--- src/rtl/serial_subtractor.sv ---
// Bit-serial two's-complement subtractor: diff = a - b, one bit per clock, LSB first,
// using a single full-subtractor cell and a borrow flop behind a start/done handshake.
module serial_subtractor #(
    parameter int WIDTH = 8
) (
    input  logic             clk,
    input  logic             rst,
    input  logic             start,
    input  logic [WIDTH-1:0] a,
    input  logic [WIDTH-1:0] b,
    output logic             busy,
    output logic             done,
    output logic [WIDTH-1:0] diff,
    output logic             borrow_out
);

    localparam int CW = $clog2(WIDTH) + 1;

    typedef enum logic [1:0] {
        IDLE,
        SHIFT,
        DONE
    } state_t;

    state_t state, state_nxt;

    logic [WIDTH-1:0] areg, breg, res;
    logic [CW-1:0]    count;
    logic             bw;

    logic             a_i, b_i, d, bw_nxt, last;
    logic [WIDTH-1:0] res_nxt;

    // Full-subtractor cell on the current LSBs of the operand shift registers.
    always_comb begin
        a_i     = areg[0];
        b_i     = breg[0];
        d       = a_i ^ b_i ^ bw;
        bw_nxt  = (~a_i & b_i) | (~(a_i ^ b_i) & bw);
        res_nxt = {d, res[WIDTH-1:1]};
        last    = (count == CW'(WIDTH - 1));
    end

    always_ff @(posedge clk) begin
        if (rst) begin
            state <= IDLE;
        end else begin
            state <= state_nxt;
        end
    end

    always_comb begin
        state_nxt = state;
        busy      = 1'b0;
        done      = 1'b0;
        case (state)
            IDLE: begin
                if (start) begin
                    state_nxt = SHIFT;
                end
            end
            SHIFT: begin
                busy = 1'b1;
                if (last) begin
                    state_nxt = DONE;
                end
            end
            DONE: begin
                done      = 1'b1;
                state_nxt = IDLE;
            end
            default: begin
                state_nxt = IDLE;
            end
        endcase
    end

    // Visible diff/borrow_out load only on the final bit so they hold steady during SHIFT.
    always_ff @(posedge clk) begin
        if (rst) begin
            areg       <= '0;
            breg       <= '0;
            res        <= '0;
            count      <= '0;
            bw         <= 1'b0;
            diff       <= '0;
            borrow_out <= 1'b0;
        end else begin
            case (state)
                IDLE: begin
                    if (start) begin
                        areg  <= a;
                        breg  <= b;
                        res   <= '0;
                        count <= '0;
                        bw    <= 1'b0;
                    end
                end
                SHIFT: begin
                    areg  <= {1'b0, areg[WIDTH-1:1]};
                    breg  <= {1'b0, breg[WIDTH-1:1]};
                    res   <= res_nxt;
                    bw    <= bw_nxt;
                    count <= count + CW'(1);
                    if (last) begin
                        diff       <= res_nxt;
                        borrow_out <= bw_nxt;
                    end
                end
                default: begin
                end
            endcase
        end
    end

endmodule

--- config.mk ---
export PLATFORM = sky130hd
export DESIGN_NAME = serial_subtractor
export DESIGN_NICKNAME = d
export VERILOG_FILES = /design/src/rtl/serial_subtractor.sv
export SDC_FILE = /design/constraint.sdc
export NUM_CORES = 1
export LEC_CHECK = 0
export BUFFER_PORTS_ARGS = -buffer_cell sky130_fd_sc_hd__buf_2
export CAP_MARGIN = 20
export CORE_MARGIN = 3
export CORE_UTILIZATION = 49
export CTS_CLUSTER_DIAMETER = 100
export DETAILED_ROUTE_END_ITERATION = 8
export PLACE_DENSITY = 0.83
export SYNTH_ARGS = -nofsm -noshare
export SYNTH_HDL_FRONTEND = slang
export SYNTH_SLANG_ARGS = --single-unit
--- constraint.sdc ---
create_clock -name clk -period 1.2 [get_ports clk]
set_input_delay 0.12 -clock clk [delete_from_list [all_inputs] [get_ports clk]]
set_output_delay 0.12 -clock clk [all_outputs]
set_load 0.1 [all_outputs]
# Yosys cells after proc, flatten, opt, wreduce, memory -nomap -nowiden
# Cells that the tools add are included.
# op_classes
n_div	0
n_mul	0
reduce_logical	5
muxes	15
n_lt_le_gt_ge	0
n_bitwise	7
n_eq_ne	5
addsub	1
shift	0
# ops
cell	count
$pmux 8 s2	3
$mux 8	3
$pmux 4 s2	1
$reduce_and 2->1	3
$add 4x1->4 const B	1
$eq 4x3->1 const B	1
$mux 2	2
$mux 4	1
$ne 2x2->1 const B	2
$pmux 2 s2	1
$mux 1	3
$and 1x1->1	2
$eq 2x1->1 const B	1
$eq 2x2->1 const B	1
$logic_not 2->1	1
$not 1->1	2
$pmux 1 s2	1
$reduce_bool 2->1	1
$xor 1x1->1	2
$or 1x1->1	1
# totals
ram_bits	0
rom_bits	0
out_inout_bits	11
latch_bits	0
wordCells	41
regBits	40
n_memories	0
input_bits	19

# Depth between registers and ports, before layout
# Gate-level depths: netlist of run 1.
# depth
depth_word	5
mapped_depth	6
depth_no_buf	4

# Worst setup path after synthesis of run 1
# OpenSTA, ideal clock, no wires.
# synth_timing
kind	reg-to-output
from	register state[1]
to	output port done
path_stages_with_launch	5
arrival_time_ns	2.017
slack_ns	-0.937
n_path_buf	2
cell_sequence	dfxtp_1 > clkbuf_2 > inv_1 > buf_4 > nor2_1
# synth_between
elab_chain_cells	2
# synth_rtl
item	line	rtl
start: declaration	25	state_t state, state_nxt;
start signal: assignment	48	state <= state_nxt;
$eq 2x2->1	56	case (state)
$mux 1	56	
end: declaration	12	output logic done,
# No other way between the ends.

# Worst setup path in the final report of run 1
# Same ends and word-level chain as after synthesis.

==> results of run 1 <==
cell type report:
type	instances	area share (%)
Timing Repair Buffer	58	20.1
Sequential cell	39	31.8
Multi-Input combinational cell	125	41.2
Clock inverter	3	1.73
Clock buffer	5	1.48
Tap cell	44	2.18
Inverter	7	1.48
power groups by stage:
stage	registers, mW	logic (mW)	clock network (mW)
4_1_cts	1.39	0.374	0.898
2_1_floorplan	1.41	0.236	0
5_1_grt	1.41	0.510	0.976
6_report	1.41	0.477	0.920
3_3_place_gp	1.42	0.347	0
3_5_place_dp	1.42	0.354	0
layer usage:
| metal | up-vias | part of all wire, % | global-route usage, % | wire length (um) |
|---|---|---|---|---|
| met5 | - | 0 | 0 | 0 |
| met4 | 0 | 2.6 | 7.77 | 138 |
| met2 | 80 | 50 | 34.1 | 2680 |
| met1 | 870 | 41 | 27.6 | 2190 |
| li1 | 803 | - | - | - |
| met3 | 13 | 6.6 | 4.44 | 352 |
timing repair:
| action | CTS | global route |
|---|---|---|
| setup endpoints to repair | 36 | 31 |
| gates resized for setup | 36 | 49 |
| setup buffers | 6 | 4 |
| gates cloned | 0 | 1 |
| hold buffers | 0 | 0 |
| pin swaps | 13 | 15 |
state kept, by name, indices dropped and copies added, names as in the netlist:
signal      count
res             7
bw              1
count           4
breg            8
diff            8
areg            8
state           2
borrow_out      1
kinds of logic after synthesis:
family,Yosys count
buf+inv,24
fa+ha+maj,2
compound gates,73
flops,39
simple gates,50
worst min-delay path: cells and delay by family:
kind | cells | cell delay [ns]
buf+inv | 1 | 0.09
compound gates | 2 | 0.16
layout by cell type (no fill, tap or decap), types with 2 or more instances in the layout:
cell       count
a211oi_1       5
a211oi_2       3
a21oi_1       13
a21oi_2        6
a22oi_1        6
a22oi_2        2
buf_12         5
buf_2         18
buf_4         24
buf_6         10
clkbuf_4       5
clkinv_4       2
dfxtp_1       24
dfxtp_2       13
dfxtp_4        2
inv_2          2
nand2_1        4
nand2b_4       2
nand3_1        5
nand3_2        4
nor2_1        19
nor2b_1        2
o21ai_1        5
o221ai_1       5
o221ai_2       2
o22ai_1        5
o2bb2ai_1      2
o2bb2ai_2      2
o31ai_1        3
o31ai_4        4
or3b_1         5
worst paths after layout:
check | endpoint | cells after the start | from
worst max register to register | count[3] | 4 | state[1]
worst min register to register | diff[1] | 2 | diff[1]
worst min-delay path | areg[7] | 3 | a[7]
worst max-delay path | done | 4 | state[1]
through the flow:
step | instance area, um2 | power [mW] | hold WS, ns | setup TNS, ns
6_report | 2530 | 2.80 | 0.0279 | -1.40
3_5_place_dp | 2050 | 1.77 | 0.400 | -0.249
4_1_cts | 2260 | 2.67 | 0.0279 | -0.894
5_1_grt | 2530 | 2.90 | 0.0380 | -2.34
2_1_floorplan | 1740 | 1.65 | 0.186 | -0.156
3_3_place_gp | 2050 | 1.77 | 0.390 | -0.0173
==> flow_summary_export.csv, run 1 <==
group,metric,value,unit
global_routing,gr-usage-all-layers,21.1,%
sta,worst_pin_slew,0.329,ns
layout,final_nets,257,
logic_synthesis,synth_area,0.00172,mm2
power_and_ir_drop,power.switching,784,uW
global_routing,grt_pass1_vias,1495,
clock_network,insertion_delay,0.37,ns
layout,nFillCells,196,
floorplan,std_cell_rows,20,
power_and_ir_drop,seqPwrFrac,50.1,%
logic_synthesis,synth_cell_types,38,
outcome,violations,"negative setup slack",
power_and_ir_drop,p_int,2.02,mW
logic_synthesis,syn_inst,188,
place,dpl.hpwl,2.66,mm
sta,final-max-slew-violation-count,0,
logic_synthesis,synth-simple-area-share,15.5,%
global_routing,grt_max_degree,32,
place,place.port_buffers,29,
detailed_routing,viasPerCell,6.28,
clock_network,cts_buffers,5,
critical_path,worstSetupPathType,"reg -> out",
critical_path,cpPeakStageDelay,0.39,ns
logic_synthesis,synth-seq-cells,39,
critical_path,crit_fanout,3,
detailed_routing,drtPass1Iterations,4,
detailed_routing,drc,0,
logic_synthesis,yosysMostFrequentCell,"dfxtp_1",
detailed_routing,via_count,1766,
layout,multi_input_area,0.00104,mm2
critical_path,critPathSlowestCell,"dfxtp_4",
detailed_routing,wl,5.35,mm
detailed_routing,ant_nets,0,
clock_network,htree_levels,2,
global_routing,antenna_found_initial,0,
sta,layout_setup_ws,-0.208,ns
layout,antenna_cells,0,
floorplan,dieArea,0.00425,mm2
power_and_ir_drop,leakage,0.971,nW
logic_synthesis,yosys-top-cells-count,"39 x dfxtp_1, 20 x nor2_1, 19 x a21oi_1",
floorplan,die_w,65.2,um
place,dp_slack,-0.0505,ns
worst_hold_path,min_path_type,"in -> reg",
layout,drive_gt1_share,53.2,%
sta,fin_skew,0.0246,ns
floorplan,ios,30,
job,max_cap_viol_count,0,
global_routing,grt_pass1_wl,7.00,mm
sta,setup_viol,23,
logic_synthesis,yosys.area.top_type,"dfxtp_1",
sta,hold_violations,0,
logic_synthesis,async_flop_share,0,%
logic_synthesis,seq_area_frac_synth,45.4,%
logic_synthesis,synth_top_cell_area_share,45.4,%
sta,timing.slew.headroom,78.0,%
layout,register_area,805,um2
outcome,outcome,"finished with violations",
power_and_ir_drop,max-vdd-ir-drop,1.14,mV
logic_synthesis,synth_top_family_by_area,"compound AO/OA/AOI/OAI gates",
logic_synthesis,synth-xor-area-share,0,%
detailed_routing,wl_per_cell,19.0,um
layout,area_growth,47.2,%
logic_synthesis,synth_compound_area_share,30.0,%
sta,fin_crit,1.41,ns
detailed_routing,drtIter0Drc,214,
floorplan,die_h,65.2,um
clock_network,path_clk_slew,0.14,ns
layout,utilization,79.0,%
layout,instances_no_fill,281,
logic_synthesis,synth_ff_type,"dfxtp_1",
sta,rsz0062_at_grt,"yes",
sta,finalCritPeriodShare,117,%
power_and_ir_drop,clock_power_share,32.8,%
critical_path,cp_top_family,"buffers and inverters",
power_and_ir_drop,power_frac_comb,17.0,%
floorplan,coreArea,0.00320,mm2
logic_synthesis,synth_fa_ha_area_share,1.89,%
power_and_ir_drop,p_per_area,1110,mW/mm2
power_and_ir_drop,p_sw_share,28.0,%
critical_path,critPathCaptureType,"output port",
place,globalplace.congestion,0.809,
critical_path,crit_required,1.08,ns
clock_network,cts_tree,"yes",
global_routing,grt_overflow_total,0,
critical_path,crit_chain,"buf_6 > clkinvlp_4 > nor2_4 > buf_12",
floorplan,initial_core_util,53.7,%
logic_synthesis,synth_nets,209,
clock_network,clock_path_buffers,2,
place,dp_cells,263,
critical_path,worstPathArrival,1.29,ns
logic_synthesis,yosys_warnings,0,
clock_network,clock_sinks,39,
logic_synthesis,synth_edf_count,0,
logic_synthesis,muxShareOfSynthArea,0,%
logic_synthesis,synth.area.top_cells,"dfxtp_1 45%, a21oi_1 5.5%, nor2_1 4.4%, o221ai_1 3.6%, a211oi_1 3.5%",
critical_path,path_buf_inv,3,
critical_path,r2r_slack,-0.13,ns
logic_synthesis,synth.avg_cell_area,9.14,um2
critical_path,crit_path_start_kind,"register",
clock_network,cts-root-buf,"clkbuf_4",
sta,fmax,0.710,GHz
No activity file was read; power rests on OpenSTA's default activity.
==> run 2, diff against run 1 <==
--- a/config.mk
+++ b/config.mk
@@ -11,7 +11,7 @@
 export CORE_UTILIZATION = 49
 export CTS_CLUSTER_DIAMETER = 100
 export DETAILED_ROUTE_END_ITERATION = 8
-export PLACE_DENSITY = 0.83
+export PLACE_DENSITY = 0.73
 export SYNTH_ARGS = -nofsm -noshare
 export SYNTH_HDL_FRONTEND = slang
 export SYNTH_SLANG_ARGS = --single-unit
==> constraint.sdc (replaced) <==
create_clock -name clk -period 1.24 [get_ports clk]
set_input_delay 0.124 -clock clk [delete_from_list [all_inputs] [get_ports clk]]
set_output_delay 0.124 -clock clk [all_outputs]
set_load 0.1 [all_outputs]
==> flow_summary_export.csv, run 2 (synthesis gave the netlist of run 1 again) <==
group,metric,value,unit
outcome,outcome,"finished with violations",
outcome,violations,"negative setup slack",
clock_network,cts_tree,"yes",
detailed_routing,ant_nets,0,
sta,finalCritPeriodShare,109,%
power_and_ir_drop,clock_power_share,37.7,%
sta,fmax,0.737,GHz
critical_path,crit_fanout,2,
detailed_routing,wl_per_cell,15.6,um
layout,instances_no_fill,274,
clock_network,cts-root-buf,"clkbuf_4",
critical_path,critPathCaptureType,"output port",
global_routing,grt_pass1_vias,1490,
floorplan,coreArea,0.00320,mm2
sta,worst_pin_slew,0.358,ns
global_routing,grt_max_degree,32,
sta,fin_skew,0.0114,ns
floorplan,die_h,65.2,um
place,dpl_cell_area,0.00202,mm2
layout,final_nets,250,
power_and_ir_drop,power_frac_comb,13.7,%
global_routing,antenna_found_initial,0,
detailed_routing,drc,0,
sta,fin_crit,1.36,ns
global_routing,grt_overflow_total,0,
worst_hold_path,min-delay-start,"b[7]",
power_and_ir_drop,seqPwrFrac,48.5,%
power_and_ir_drop,p_sw_share,23.9,%
critical_path,r2r_cells,4,
sta,layout_setup_ws,-0.117,ns
sta,hold_violations,0,
power_and_ir_drop,power.switching,665,uW
global_routing,gr-usage-all-layers,20.1,%
clock_network,cts_buffers,5,
worst_hold_path,holdPathEnd,"breg[7]",
critical_path,cp_top_family,"flip-flops",
power_and_ir_drop,p_per_area,1200,mW/mm2
sta,setup_viol,19,
worst_hold_path,min_path_type,"in -> reg",
job,max_cap_viol_count,0,
floorplan,initial_core_util,53.7,%
detailed_routing,drtIter0Drc,122,
clock_network,clock_path_buffers,2,
place,place.port_buffers,29,
power_and_ir_drop,leakage,0.891,nW
critical_path,critPathSlowestCell,"dfxtp_4",
clock_network,insertion_delay,0.34,ns
critical_path,crit_chain,"nand2b_4 > inv_6 > buf_6 > buf_12",
floorplan,std_cell_rows,20,
layout,top_regs,"areg x8, breg x8, diff x8",
sta,timing.slew.headroom,76.1,%
layout,antenna_cells,0,
sta,hold_ws,0.0582,ns
layout,area_growth,34.4,%
clock_network,clock_sinks,39,
layout,utilization,72.1,%
place,dp_cells,260,
place,globalplace.congestion,0.827,
sta,final-max-slew-violation-count,0,
critical_path,timing.rr.start,"state[1]",
detailed_routing,wl,4.26,mm
sta,rsz0062_at_grt,"yes",
layout,final_cell_mix,"25 x dfxtp_1, 20 x buf_4, 19 x nor2_1, 19 x a21oi_1, 18 x buf_2",
floorplan,dieArea,0.00425,mm2
place,dpl.hpwl,2.65,mm
critical_path,path_buf_inv,3,
clock_network,htree_levels,2,
critical_path,crit_path_start_kind,"register",
critical_path,crit_required,1.12,ns
layout,mostFrequentLayoutCell,"dfxtp_1",
critical_path,cpPeakStageDelay,0.38,ns
power_and_ir_drop,max-vdd-ir-drop,1.26,mV
critical_path,timing.rr.end,"breg[5]",
power_and_ir_drop,p_int,2.12,mW
critical_path,worstPathArrival,1.23,ns
clock_network,path_clk_slew,0.12,ns
floorplan,die_w,65.2,um
floorplan,ios,30,
critical_path,r2r_slack,-0.09,ns
layout,drive_gt1_share,41.7,%
global_routing,grt_pass1_wl,6.76,mm
layout,final_cell_area,0.00231,mm2
power_and_ir_drop,total_power,2.78,mW
detailed_routing,viasPerCell,5.81,
detailed_routing,drtPass1Iterations,4,
worst_hold_path,whs_path_depth,3,
critical_path,worstSetupPathType,"reg -> out",
detailed_routing,via_count,1593,
clock_network,hold_buffers,0,
## run 2: per-stage QoR
stage / worst slack, ns / TNS (ns)
final: -0.117 / -0.789
after global routing: -0.161 / -1.97
after detailed placement: -0.00303 / -0.00303
after floorplan: -0.120 / -0.120
after CTS: -0.110 / -0.770
after global placement: 0.0253 / 0
## run 2: worst max-delay path by stage
stage,startpoint,endpoint,slack [ns],cells past startpoint
detailed placement,state[1],res[2],-0.003,5
global route,state[1],done,-0.16,4
floorplan,state[1],done,-0.12,4
finish,state[1],busy,-0.12,4
global placement,breg[0],res[7],0.03,4
CTS,state[1],done,-0.11,4
## run 2: area by class of cell
class                      count  area [um2]
clock buffer                   6        41.3
clock inverter                 2        60.1
fill                         238         893
inverter                       7        35.0
multi-input combinational    125         886
sequential                    39         803
tap                           44        55.1
timing repair buffer          51         429
## run 2: power groups by stage
stage	clock network [mW]	registers, mW	logic [mW]
2_1_floorplan	0	1.36	0.227
3_3_place_gp	0	1.37	0.320
3_5_place_dp	0	1.37	0.333
4_1_cts	1.06	1.35	0.349
5_1_grt	1.13	1.36	0.415
6_report	1.05	1.35	0.382
## run 2: repair_timing
item / CTS / global route
pin swaps: 1 / 7
buffers inserted: 4 / 1
gates cloned: 0 / 1
resized for setup: 21 / 22
setup endpoints to repair: 28 / 41
## run 2: routing by layer
layer  track usage (%)  vias up  part of all wire [%]
met5                 0        -                     0
met4              6.22        0                   1.6
met3              6.32        9                   4.6
met2              32.1       36                    50
met1              25.8      772                    44
li1                  -      776                     -
## run 2: worst reg2reg max path: stages, from the launching register on
cell and delay (ns):
dfxtp_4 0.38, buf_12 0.13, o21ba_1 0.39, nor2_1 0.08, a211oi_1 0.26
